File: src/rtl/alu_pkg.sv
// Shared types and constants for the multiply-by-5 ALU path.
// Holds default widths, the sequencer state encoding and signed range limits.
package alu_pkg;

    localparam int W_IN_DEF  = 6;
    localparam int W_ACC_DEF = 9;
    localparam int W_N_DEF   = 3;

    localparam int FIVE    = 5;
    localparam int ACC_MAX = (2 ** (W_ACC_DEF - 1)) - 1;
    localparam int ACC_MIN = -(2 ** (W_ACC_DEF - 1));

    typedef enum logic [1:0] {
        IDLE = 2'd0,
        RUN  = 2'd1,
        DONE = 2'd2
    } state_t;

endpackage

File: src/rtl/quint_step.sv
// One x5 step: wrapped signed product plus a flag when the exact product leaves the accumulator range.
// Purely combinational, no handshake.
module quint_step
    import alu_pkg::*;
#(
    parameter int W_ACC   = W_ACC_DEF,
    parameter int LIM_MAX = ACC_MAX,
    parameter int LIM_MIN = ACC_MIN
) (
    input  logic signed [W_ACC-1:0] acc,
    output logic signed [W_ACC-1:0] acc_x5,
    output logic                    ovf
);

    localparam int WP = W_ACC + 3;
    localparam logic signed [WP-1:0] P_FIVE = WP'(FIVE);
    localparam logic signed [WP-1:0] P_MAX  = WP'(LIM_MAX);
    localparam logic signed [WP-1:0] P_MIN  = WP'(LIM_MIN);

    logic signed [WP-1:0] acc_ext;
    logic signed [WP-1:0] prod;

    // Three guard bits hold |acc*5| exactly, so the range test is on the true product.
    assign acc_ext = {{3{acc[W_ACC-1]}}, acc};
    assign prod    = acc_ext * P_FIVE;
    assign acc_x5  = prod[W_ACC-1:0];
    assign ovf     = (prod > P_MAX) || (prod < P_MIN);

endmodule

File: src/rtl/quint_seq_arbiter.sv
// Round-robin two-requester sequencer computing A*5^N one step per cycle, sticky overflow.
// Response N+1 cycles after accept; held stable until rsp_ready, one idle bubble before next accept.
module quint_seq_arbiter
    import alu_pkg::*;
#(
    parameter int W_IN  = W_IN_DEF,
    parameter int W_ACC = W_ACC_DEF,
    parameter int W_N   = W_N_DEF
) (
    input  logic                    clk,
    input  logic                    rst_n,
    input  logic                    req0_valid,
    output logic                    req0_ready,
    input  logic signed [W_IN-1:0]  req0_a,
    input  logic [W_N-1:0]          req0_n,
    input  logic                    req1_valid,
    output logic                    req1_ready,
    input  logic signed [W_IN-1:0]  req1_a,
    input  logic [W_N-1:0]          req1_n,
    output logic                    rsp_valid,
    input  logic                    rsp_ready,
    output logic signed [W_ACC-1:0] rsp_y,
    output logic                    rsp_of,
    output logic                    rsp_id
);

    state_t state, nxt;

    logic signed [W_ACC-1:0] acc;
    logic [W_N-1:0]          cnt;
    logic                    id;
    logic                    of;
    logic                    last;

    logic                    gnt0, gnt1, accept;
    logic signed [W_IN-1:0]  sel_a;
    logic [W_N-1:0]          sel_n;
    logic signed [W_ACC-1:0] step_y;
    logic                    step_of;

    quint_step #(
        .W_ACC   (W_ACC),
        .LIM_MAX ((2 ** (W_ACC - 1)) - 1),
        .LIM_MIN (-(2 ** (W_ACC - 1)))
    ) u_step (
        .acc    (acc),
        .acc_x5 (step_y),
        .ovf    (step_of)
    );

    // On a tie the requester not served last wins.
    assign gnt0   = req0_valid && (!req1_valid || last);
    assign gnt1   = req1_valid && (!req0_valid || !last);
    assign accept = req0_ready || req1_ready;
    assign sel_a  = gnt1 ? req1_a : req0_a;
    assign sel_n  = gnt1 ? req1_n : req0_n;

    always_ff @(posedge clk) begin
        if (!rst_n) begin
            state <= IDLE;
        end else begin
            state <= nxt;
        end
    end

    always_comb begin
        nxt = state;
        case (state)
            IDLE: if (accept)            nxt = (sel_n == '0) ? DONE : RUN;
            RUN:  if (cnt == W_N'(1))    nxt = DONE;
            DONE: if (rsp_ready)         nxt = IDLE;
            default:                     nxt = IDLE;
        endcase
    end

    always_comb begin
        req0_ready = (state == IDLE) && gnt0;
        req1_ready = (state == IDLE) && gnt1;
        rsp_valid  = (state == DONE);
    end

    always_ff @(posedge clk) begin
        if (!rst_n) begin
            acc  <= '0;
            cnt  <= '0;
            id   <= 1'b0;
            of   <= 1'b0;
            last <= 1'b1;
        end else if (state == IDLE && accept) begin
            acc  <= {{(W_ACC - W_IN){sel_a[W_IN-1]}}, sel_a};
            cnt  <= sel_n;
            id   <= gnt1;
            of   <= 1'b0;
            last <= gnt1;
        end else if (state == RUN) begin
            acc <= step_y;
            of  <= of | step_of;
            cnt <= cnt - W_N'(1);
        end
    end

    assign rsp_y  = acc;
    assign rsp_of = of;
    assign rsp_id = id;

endmodule
File: config.mk
export PLATFORM = sky130hd
export DESIGN_NAME = quint_seq_arbiter
export DESIGN_NICKNAME = d
export VERILOG_FILES = /design/src/rtl/alu_pkg.sv /design/src/rtl/quint_step.sv /design/src/rtl/quint_seq_arbiter.sv
export SDC_FILE = /design/constraint.sdc
export NUM_CORES = 1
export LEC_CHECK = 0
export ABC_AREA = 1
export CORE_UTILIZATION = 52
export DETAILED_ROUTE_END_ITERATION = 7
export GPL_ROUTABILITY_DRIVEN = 0
export PLACE_DENSITY = 0.88
export SETUP_SLACK_MARGIN = 0.02
export SYNTH_ARGS = -nofsm -noshare
export SYNTH_HDL_FRONTEND = slang
export SYNTH_SLANG_ARGS = --single-unit
export TNS_END_PERCENT = 100
File: constraint.sdc
create_clock -name clk -period 4.5 [get_ports clk]
set_input_delay 0.675 -clock clk [delete_from_list [all_inputs] [get_ports clk]]
set_output_delay 0.675 -clock clk [all_outputs]
set_load 0.005 [all_outputs]
Word-level counts from Yosys, hierarchy flattened
Cells that the tools add are included.
{ "word_totals": {"output_inout_bits": 14, "wordCells": 46, "input_bits": 23, "reg_bits": 17} }
{ "classes": {"n_addsub": 1, "eq_ne": 6, "n_lt_le_gt_ge": 2, "bitwise_logic": 2, "n_mux": 11, "reduce_logical": 17, "multipliers": 1} }
{ "ops": {"columns": ["cell", "n"], "rows": [
  ["$mux W9", 2],
  ["$gt A12 B9 Y1 const B", 1],
  ["$lt A12 B9 Y1 const B", 1],
  ["$mul A9 B4 Y12 const B", 1],
  ["$mux W3", 3],
  ["$mux W2", 4],
  ["$mux W6", 1],
  ["$pmux W2 S3", 1],
  ["$logic_and A1 B1 Y1", 5],
  ["$logic_or A1 B1 Y1", 4],
  ["$ne A2 B2 Y1 const B", 2],
  ["$eq A3 B1 Y1 const B", 1],
  ["$logic_not A1 Y1", 3],
  ["$logic_not A3 Y1", 1],
  ["$reduce_and A3 Y1", 1],
  ["$sub A3 B1 Y3 const B", 1],
  ["$eq A2 B1 Y1 const B", 1],
  ["$eq A2 B2 Y1 const B", 1],
  ["$logic_not A2 Y1", 1],
  ["$ne A2 B1 Y1 const B", 1],
  ["$reduce_bool A2 Y1", 1],
  ["$reduce_or A2 Y1", 1],
  ["$not A1 Y1", 1],
  ["$or A1 B1 Y1", 1]
]} }

Longest topological paths before layout
Gate-level depths: netlist of run 1.
{ "depth": {"depth_word": 8, "depth_mapped": 13, "ltp_nobuf": 13} }

By module
A second synthesis of run 1 with hierarchy kept.
{ "unflattened": {"cells_unflattened": 258, "area_unflattened_um2": 1711.6} }
{ "by_module_without_submodules": {"columns": ["module", "seq_area_each_um2", "instances", "area_each_um2", "cells_per_inst"], "rows": [
  ["quint_seq_arbiter", 340.3, 1, 1073.5, 151],
  ["quint_step", 0.0, 1, 638.1, 107]
]} }

Worst setup path after synthesis of run 1
Ideal clock, no wire load.
{ "synth_path": {"kind": "register to register", "startpoint": "register acc[3] (netlist: rsp_y[3])", "endpoint": "register of (netlist: rsp_of)", "arrival_time_ns": 1.884, "path_buffers": 0, "period_less_slack_ns": 2.001, "stages_incl_launch_ff": 14, "required_time_ns": 4.384, "setup_ns": 0.116, "slack_ns": 2.499, "cell_sequence": "dfxtp_1 ha_1 ha_1 fa_1 nand2_1 nand2_1 nand3_1 nand2_1 nand2_1 nand2_1 nor2_1 nand2_1 nand3_1 a21oi_1"} }
{ "synth_via": {"elab_chain_len": 4, "word_cells_on_any_way": 5, "cone_classes": "mul (1); order compare (2); bitwise (1); reduce/logical (1)"} }
{ "synth_lines": {"columns": ["item", "line_no", "text"], "rows": [
  ["from (decl)", "quint_seq_arbiter.sv:29", "logic signed [W_ACC-1:0] acc;"],
  ["from (signal assigned)", "quint_seq_arbiter.sv:90", "acc <= {{(W_ACC - W_IN){sel_a[W_IN-1]}}, sel_a};"],
  ["from (signal assigned)", "quint_seq_arbiter.sv:96", "acc <= step_y;"],
  ["$mul A9 B4 Y12 (*)", "quint_step.sv:25", "assign prod = acc_ext * P_FIVE;"],
  ["$gt A12 B9 Y1 / $lt A12 B9 Y1 (equally long branches)", "quint_step.sv:27", "assign ovf = (prod > P_MAX) || (prod < P_MIN);"],
  ["$logic_or A1 B1 Y1 (*)", "quint_step.sv:27", null],
  ["$or A1 B1 Y1 (*)", "quint_seq_arbiter.sv:97", "of <= of | step_of;"],
  ["to (signal assigned)", "quint_seq_arbiter.sv:97", null],
  ["to (decl)", "quint_seq_arbiter.sv:32", "logic of;"]
]} }
Mark *: on every way between the ends. The rest lies on a longest branch, timed or not.
A chain may end at the register's enable or synchronous reset.

Worst setup path after layout of run 1
{ "layout_path": {"startpoint": "input port req1_valid", "endpoint": "output port req1_ready"} }
{ "layout_via": {"elab_chain_len": 2} }
{ "layout_lines": {"columns": ["item", "line_no", "text"], "rows": [
  ["from (decl)", "quint_seq_arbiter.sv:16", "input logic req1_valid,"],
  ["$logic_and A1 B1 Y1", "quint_seq_arbiter.sv:53", "assign gnt1 = req1_valid && (!req0_valid || !last);"],
  ["$logic_and A1 B1 Y1", "quint_seq_arbiter.sv:78", "req1_ready = (state == IDLE) && gnt1;"],
  ["to (decl)", "quint_seq_arbiter.sv:17", "output logic req1_ready,"]
]} }
Every way passes these cells.

==> metrics.txt, run 1 <==
status completed; clock skew around 1.1 ps; vias 1454; P_leak 0.930 nW; final WL about 3.2 mm; Pwr Density roughly 440 nW/um^2; final std cells w/o fill between 200 and 300; die height 54.3 um; Tcrit/Tclk final 0.630; Seq/Total Area, Yosys 0.239; syn_area_per_cell approximately 6.6 um^2; area leader, netlist dfxtp_1; first-pass GRT wire length 5.22 mm; Setup crit end kind output pin; via/cell ratio 5.17; Slew Limit Fails 0; share of cells above drive strength 1 0.0598; Antenna diodes 0; most frequent cell after synthesis nand2_1; CTS Buf Count 3; Starting DRT DRC Count 40; clk root buf clkbuf_4; Residual DRC 0; total negative setup slack 0 ps; Synth top area share 0.239; cells taking the most area after synthesis dfxtp_1 24%, nand2_1 15%, ha_1 15%; Syn Inst Count 214; RSZ-0062 raised after global routing false; antenna-violating nets left 0; final core area utilization 0.724; nets 293; Seq cells post-synth 17; Total GRT Usage 0.243; hold crit path type register to register; slew at the pin closest to its max-slew limit 472 ps; Setup crit start kind input port; worst path required time ~3800 ps; Fmax 0.353 GHz; H-tree depth 1; dpl cells 277; crit-path max FO 9; leading cell types by count after synthesis 58 x nand2_1, 26 x inv_1, 23 x nand3_1; EDFF count, synth 0; Die X-Extent 54.3 um; Max-Slew Margin vs Limit 0.684; count of cell types in the netlist 28; Peak VDD IR 0.296 mV; Starting Density 0.563; Cell Area, Synth 1420 um^2; final hold vios 0; core area around 2500 um^2; most common flop cell mapped by yosys dfxtp_1; CP Class input port to output pin; minimum clock period 2830 ps; DP HPWL 2.55 mm; Synth-to-Final Area Change 28.5%; I/O pin count 37; syn nets 255; port bufs 36; row cnt 18; wire per inst approximately 11 um; die area 2950 um^2; Sink Count 17; Setup Viol. Count Final 0; CP Data Arrival Time 2160 ps; post-synthesis async set-or-reset flop share 0; initial antenna violation count 0; cts hold-fix bufs 0; largest net degree at the start of global routing 19; CTS tree yes; # Post-CTS Setup Buffers 0; residual overflow from global routing 0; Max Buffers Root-to-Sink 2; Power Total 811 uW; DRT Pass-1 Iters 4; Skew-Pair Late Insertion Delay a little under 300 ps; Reg clk slew, reported paths about 100 ps; cts repair resizes 0; max-cap check violation count 0; Hold Slack 452 ps; yosys warns 0; vias in the first global route 1315
-- layout make-up --
type	instances	area, um^2
Timing Repair Buffer	36	360
Inverter	28	105
Clock inverter	1	5.00
Sequential cell	17	340
Tap cell	30	37.5
Multi-Input combinational cell	166	956
Fill cell	203	696
Clock buffer	3	22.5
-- layer usage --
| metal | GRT usage | vias to the layer above | part of all wire |
|---|---|---|---|
| met5 | 0 | - | 0 |
| met4 | 0.0726 | 0 | 0.0079 |
| met3 | 0.0361 | 4 | 0.043 |
| met2 | 0.449 | 34 | 0.47 |
| met1 | 0.285 | 633 | 0.48 |
| li1 | - | 783 | - |
-- state kept, by name, summed over array words and instances (netlist names) --
signal / count
rsp_y: 9
cnt: 3
state: 2
last: 1
rsp_id: 1
rsp_of: 1
-- power by group --
part | internal [mW] | total (mW) | switching [mW]
Clock | 0.0331 | 0.0823 | 0.0493
Sequential | 0.190 | 0.234 | 0.0443
Combinational | 0.231 | 0.494 | 0.264
-- cells in the final DEF (no fill, tap or decap), drive strengths merged, types with 2 or more instances in the layout --
master	count
xor2	2
clkbuf	3
or2	4
nand2	62
mux2i	3
nor2	16
a31oi	2
clkdlybuf4s50	36
nand3	23
inv	28
dfxtp	17
o21ai	13
a21oi	15
ha	17
a311oi	2
nand3b	2
-- path summary, 6_finish.rpt --
check                                start         end  slack, ps  cells after the start
worst max register to register    rsp_y[3]      rsp_of       2330                     13
worst max-delay path            req1_valid  req1_ready       1670                      4
worst min register to register      rsp_of      rsp_of        450                      2
worst min-delay path                rsp_of      rsp_of        450                      2
-- stage by stage --
| step | worst slack [ps] | area, um^2 |
|---|---|---|
| floorplan | 2500 | 1420 |
| global placement | 1700 | 1800 |
| detailed placement | 1680 | 1800 |
| CTS | 1670 | 1830 |
| global route | 1610 | 1830 |
| finish | 1670 | 1830 |
-- kinds of logic (layout without fill, tap and decap cells) --
kind of cell / after synthesis / count (layout) / share of synthesized area
adders and majority gates: 18 / 18 / 0.164
and+or+nand+nor: 107 / 107 / 0.333
buffers and inverters: 31 / 68 / 0.0880
DFF: 17 / 17 / 0.239
muxes: 3 / 3 / 0.0211
xor gates and xnor gates: 2 / 2 / 0.0123
AOI/OAI and AO/OA: 36 / 36 / 0.143
-- worst max-delay path, cell delays in order --
cell             delay, ps
clkdlybuf4s50_1        640
nand3_1                240
inv_1                  110
clkdlybuf4s50_1        500
No activity file was read; power rests on OpenSTA's default activity.
==> run 2: changes to the inputs <==
Settings changed: CORE_UTILIZATION 52 to 49, PLACE_DENSITY 0.88 to 0.83.
Clock period 4.5 ns to 2.85 ns, I/O delays scaled along.
==> run 2 against run 1 <==
Clock skew up 6.5 ps. Sequential share of layout area unchanged. Die area up 5.9%. Cell count up 0.36%. Critical path type unchanged. Critical endpoint unchanged. Highest routed layer unchanged.
==> metrics.txt, run 2 (synthesis results as in run 1) <==
Design Area, Final 1830 um^2 (unchanged); clk root buf clkbuf_4; largest net degree at the start of global routing 19 (unchanged); I/O pin count 37 (unchanged); via/cell ratio 5.16 (-0.29%); Fmax ~0.42 GHz; first-pass GRT wire length 5.64 mm (+8.1%); DP HPWL 2.53 mm (-0.67%); CP max stage delay 670 ps (+30 ps); final hold vios 0 (unchanged); Residual DRC 0 (unchanged); antenna-violating nets left 0 (unchanged); slew at the pin closest to its max-slew limit 444 ps (-27.8 ps); Starting Density 0.515 (-0.0481); Largest register FFs 9 (unchanged); vias 1455 (+0.069%); CP cell instances clkdlybuf4s50_1 -> nand3_1 -> inv_1 -> clkdlybuf4s50_1; Slew Limit Fails 0 (unchanged); Setup crit end kind output pin; clock skew 7.56 ps (+6.51 ps); cts repair resizes 0 (unchanged); max-cap check violation count 0 (unchanged); most frequent cells in the layout 58 x nand2_1, 36 x clkdlybuf4s50_1, 26 x inv_1; Starting DRT DRC Count 54 (+35%); share of cells above drive strength 1 0.0558 (-0.00398); Peak VDD IR 0.499 mV (+69%); Max Buffers Root-to-Sink 2 (unchanged); commonest non-fill, non-tap cell in the layout nand2_1; total negative setup slack 0 ps (unchanged); P_leak 0.927 nW (-0.29%); critical path's slowest cell clkdlybuf4s50_1; Crit path top cell by count clkdlybuf4s50_1; crit-path max FO 9 (unchanged); Setup crit start kind input port; Pwr Density 700 nW/um^2 (+58%); CTS Buf Count 3 (unchanged); Antenna diodes 0 (unchanged); hold crit path type register to register; wire per inst 11.5 um (+2.0%); Max-Slew Margin vs Limit 0.703 (+0.0186); row cnt 19 (+1); nets 293 (unchanged); CP Class input port to output pin; placed inst area 1800 um^2 (about the same); port bufs 36 (unchanged); minimum clock period ~2400 ps; Tcrit/Tclk final 0.839; Synth-to-Final Area Change 28.5% (unchanged); RSZ-0062 raised after global routing false; cts hold-fix bufs 0 (unchanged); CP Data Arrival Time 1960 ps (-200 ps); H-tree depth 1 (unchanged); DRT Pass-1 Iters 4 (unchanged); # Post-CTS Setup Buffers 0 (unchanged); Die X-Extent 55.9 um (+2.9%); Setup Viol. Count Final 0 (unchanged); Skew-Pair Late Insertion Delay 290 ps (about the same); residual overflow from global routing 0 (unchanged); die height 55.9 um (+2.9%); initial antenna violation count 0 (unchanged); Sink Count 17 (unchanged); status completed; Reg clk slew, reported paths 100 ps (about the same); worst path required time 2420 ps (-1410 ps); vias in the first global route 1333 (+1.4%); die area 3120 um^2 (+5.9%); final WL 3.24 mm (+2.4%); core area 2760 um^2 (+9.3%); Total GRT Usage 0.224 (-0.0193); CTS tree yes
run 2: report_power, final:
group	switching (mW)	internal, mW
sequential	0.0722	0.300
combinational	0.413	0.364
clock	0.0756	0.0545
total	0.561	0.718
run 2: critical path: cells and delay by family:
| kind | cells | cell delay, ps |
|---|---|---|
| buf+inv | 3 | 1280 |
| simple gates | 1 | 270 |
run 2: stage by stage:
stage | hold WS (ps) | power, mW | std cells | setup WS (ps) | util
floorplan | 442 | 0.902 | 214 | 849 | -
global placement | 444 | 1.13 | 278 | 549 | 0.653
detailed placement | 446 | 1.15 | 278 | 445 | 0.653
CTS | 464 | 1.28 | 282 | 447 | 0.662
global route | 488 | 1.42 | 282 | 358 | 0.662
finish | 456 | 1.28 | 282 | 458 | 0.662
run 2: cell type report:
type / instances / area (um^2)
clock buffer: 4 / 26.3
timing repair buffer: 36 / 360
tap: 31 / 38.8
inverter: 28 / 105
sequential: 17 / 340
fill: 258 / 931
multi-input combinational: 166 / 956
run 2: path summary, 6_finish.rpt:
path,start,end,slack (ps),cells after the start
max,req1_valid,req1_ready,460,4
min,rsp_of,rsp_of,460,2
max reg2reg,rsp_y[3],rsp_of,650,13
min reg2reg,rsp_of,rsp_of,460,2
run 2: metal layers:
layer,vias to the layer above,global-route usage,wire (um)
li1,782,-,-
met1,632,0.290,1610
met2,38,0.398,1520
met3,3,0.0209,93
met4,0,0.0627,21
met5,-,0,0
==> run 3: changes to the inputs <==
Settings changed: CORE_UTILIZATION 49 to 44, PLACE_DENSITY 0.83 to 0.79.
Clock period 2.85 ns to 2.16 ns, I/O delays scaled along.
==> run 3 against run 2 <==
Sequential share of layout area down 0.93 points. Power up 46%. First-iteration DRC count down 7.4%. Worst setup slack worse by 290 ps. Utilization down 0.96 points. Worst hold slack about the same. Routed wire length up 4.3%. Largest power group unchanged. Highest routed layer unchanged.
==> metrics.txt, run 3 (synthesis results as in run 1) <==
minimum clock period 1990 ps; Pwr Density 939 nW/um^2 (+34%); Setup crit start kind register; commonest non-fill, non-tap cell in the layout nand2_1; nets 300 (+2.4%); antenna-violating nets left 0 (unchanged); FF-to-FF Start rsp_y[3]; wire per inst 11.2 um (-2.6%); reg2reg end rsp_of; final core area utilization 0.653 (-0.00956); Reg clk slew, reported paths 100 ps (about the same); final std cells w/o fill 302 (+7.1%); H-tree depth 1 (unchanged); max-cap check violation count 0 (unchanged); Tcrit/Tclk final 0.923; gr busiest metal met2; R2R cell count 11 (-2); CTS Buf Count 3 (unchanged); vias 1511 (+3.8%); CP cell instances ha_1 -> ha_4 -> or2_2 -> nand3b_1 -> nand2_1 -> nand2_1 -> nand2_1 -> nor2_1 -> nand2_1 -> nand3_1 -> a21oi_1; largest net degree at the start of global routing 11 (-8); die area 3460 um^2 (+11%); share of cells above drive strength 1 0.167 (+0.111); worst path required time 2350 ps (-70 ps); Crit path top cell by count nand2_1; crit-path max FO 3 (-6); Starting DRT DRC Count 50 (-7.4%); met2 usage 0.381 (-0.0161); port bufs 36 (unchanged); first-pass GRT wire length 5.65 mm (+0.12%); Max Buffers Root-to-Sink 2 (unchanged); Synth-to-Final Area Change 40.2%; die height 58.8 um (+5.3%); CTS tree yes; I/O pin count 37 (unchanged); critical path's slowest cell dfxtp_2; Fmax 0.501 GHz; slew at the pin closest to its max-slew limit 428 ps (-16.7 ps); Slew Limit Fails 0 (unchanged); core area 3050 um^2 (+11%); min-delay src rsp_of; status completed; hold path depth 2 (unchanged); Skew-Pair Late Insertion Delay 290 ps (about the same); Max-Slew Margin vs Limit 0.714 (+0.0110); CP Class register to register; clk root buf clkbuf_4; DRT Pass-1 Iters 4 (unchanged); initial antenna violation count 0 (unchanged); Peak VDD IR 0.382 mV (-24%); final hold vios 0 (unchanged); CP max stage delay 360 ps (-310 ps); dpl cells 297 (+6.8%); residual overflow from global routing 0 (unchanged); reg2reg setup slack 170 ps (-480 ps); Residual DRC 0 (unchanged); Setup crit end kind register; final WL 3.37 mm (+4.3%); Antenna diodes 0 (unchanged); vias in the first global route 1380 (+3.5%); Total GRT Usage 0.209 (-0.0145); Die X-Extent 58.8 um (+5.3%); via/cell ratio 5.00 (-3.0%); CP Data Arrival Time 2180 ps (+220 ps); met3 Use GR 0.0308 (+0.00984); Largest register FFs 9 (unchanged); Sink Count 17 (unchanged); row cnt 20 (+1); met1 usage 0.251 (-0.0383); Worst Hold End rsp_of; most frequent cells in the layout 56 x nand2_1, 36 x clkdlybuf4s50_1, 26 x inv_1; clock skew 1.87 ps (-5.69 ps); Setup Viol. Count Final 0 (unchanged); hold crit path type register to register; Starting Density 0.466 (-0.0499); P_leak 0.954 nW (+2.9%); DP HPWL 2.64 mm (+4.5%)
run 3: cell types whose count changed in the layout (fill, tap and decap cells not counted), moves of 4 or more:
cell,change
buf_4,+7
dfxtp_2,+7
dfxtp_1,-8
ha_4,+4
ha_1,-5
run 3: how the worst max path moves through the flow:
stage                     cells after the start  slack, ps      from      to
after detailed placement                     13         40  rsp_y[1]  rsp_of
final                                        11        170  rsp_y[3]  rsp_of
after floorplan                              13        160  rsp_y[3]  rsp_of
after CTS                                    13         20  rsp_y[1]  rsp_of
after global placement                       13         90  rsp_y[1]  rsp_of
after global routing                         13         -3  rsp_y[1]  rsp_of
run 3: worst max-delay path, delay by kind of cell (launching register included):
| kind | cells | cell delay [ps] |
|---|---|---|
| AND/OR/NAND/NOR | 8 | 900 |
| adder cells (fa/ha/maj) | 2 | 590 |
| flip-flops | 1 | 360 |
| AO/OA/AOI/OAI | 1 | 60 |
run 3: stage by stage:
step / area (um^2) / total power [mW] / setup slack (ps) / hold WS, ps / setup TNS (ps)
after floorplan: 1420 / 1.19 / 159 / 442 / 0
after global placement: 1860 / 1.54 / 94.8 / 443 / 0
after detailed placement: 1860 / 1.55 / 39.3 / 445 / 0
after CTS: 1890 / 1.73 / 24.4 / 460 / 0
after global routing: 1990 / 2.07 / -2.86 / 484 / -2.86
final: 1990 / 1.87 / 166 / 456 / 0
run 3: routing by layer:
layer | up-vias | routed length [um]
met1 | 668 | 1570
li1 | 804 | -
met2 | 33 | 1650
met3 | 6 | 113
met4 | 0 | 36
met5 | - | 0
run 3: repair_timing:
action | CTS | global route
buffers inserted | 0 | 1
setup endpoints to repair | 0 | 1
endpoints found under the hold margin | 0 | 0
resized for setup | 0 | 26
hold buffers | 0 | 0
run 3: layout make-up:
class | count | area [um^2]
Sequential cell | 17 | 353
Fill cell | 279 | 1060
Clock buffer | 4 | 26.3
Tap cell | 44 | 55.1
Timing Repair Buffer | 43 | 413
Inverter | 28 | 105
Multi-Input combinational cell | 166 | 1040
run 3: power breakdown:
part / internal (mW) / switching, mW / leakage (nW) / total [mW]
clock: 0.0717 / 0.102 / 0.0150 / 0.174
sequential: 0.407 / 0.0894 / 0.144 / 0.497
combinational: 0.579 / 0.622 / 0.796 / 1.20
total: 1.06 / 0.813 / 0.954 / 1.87
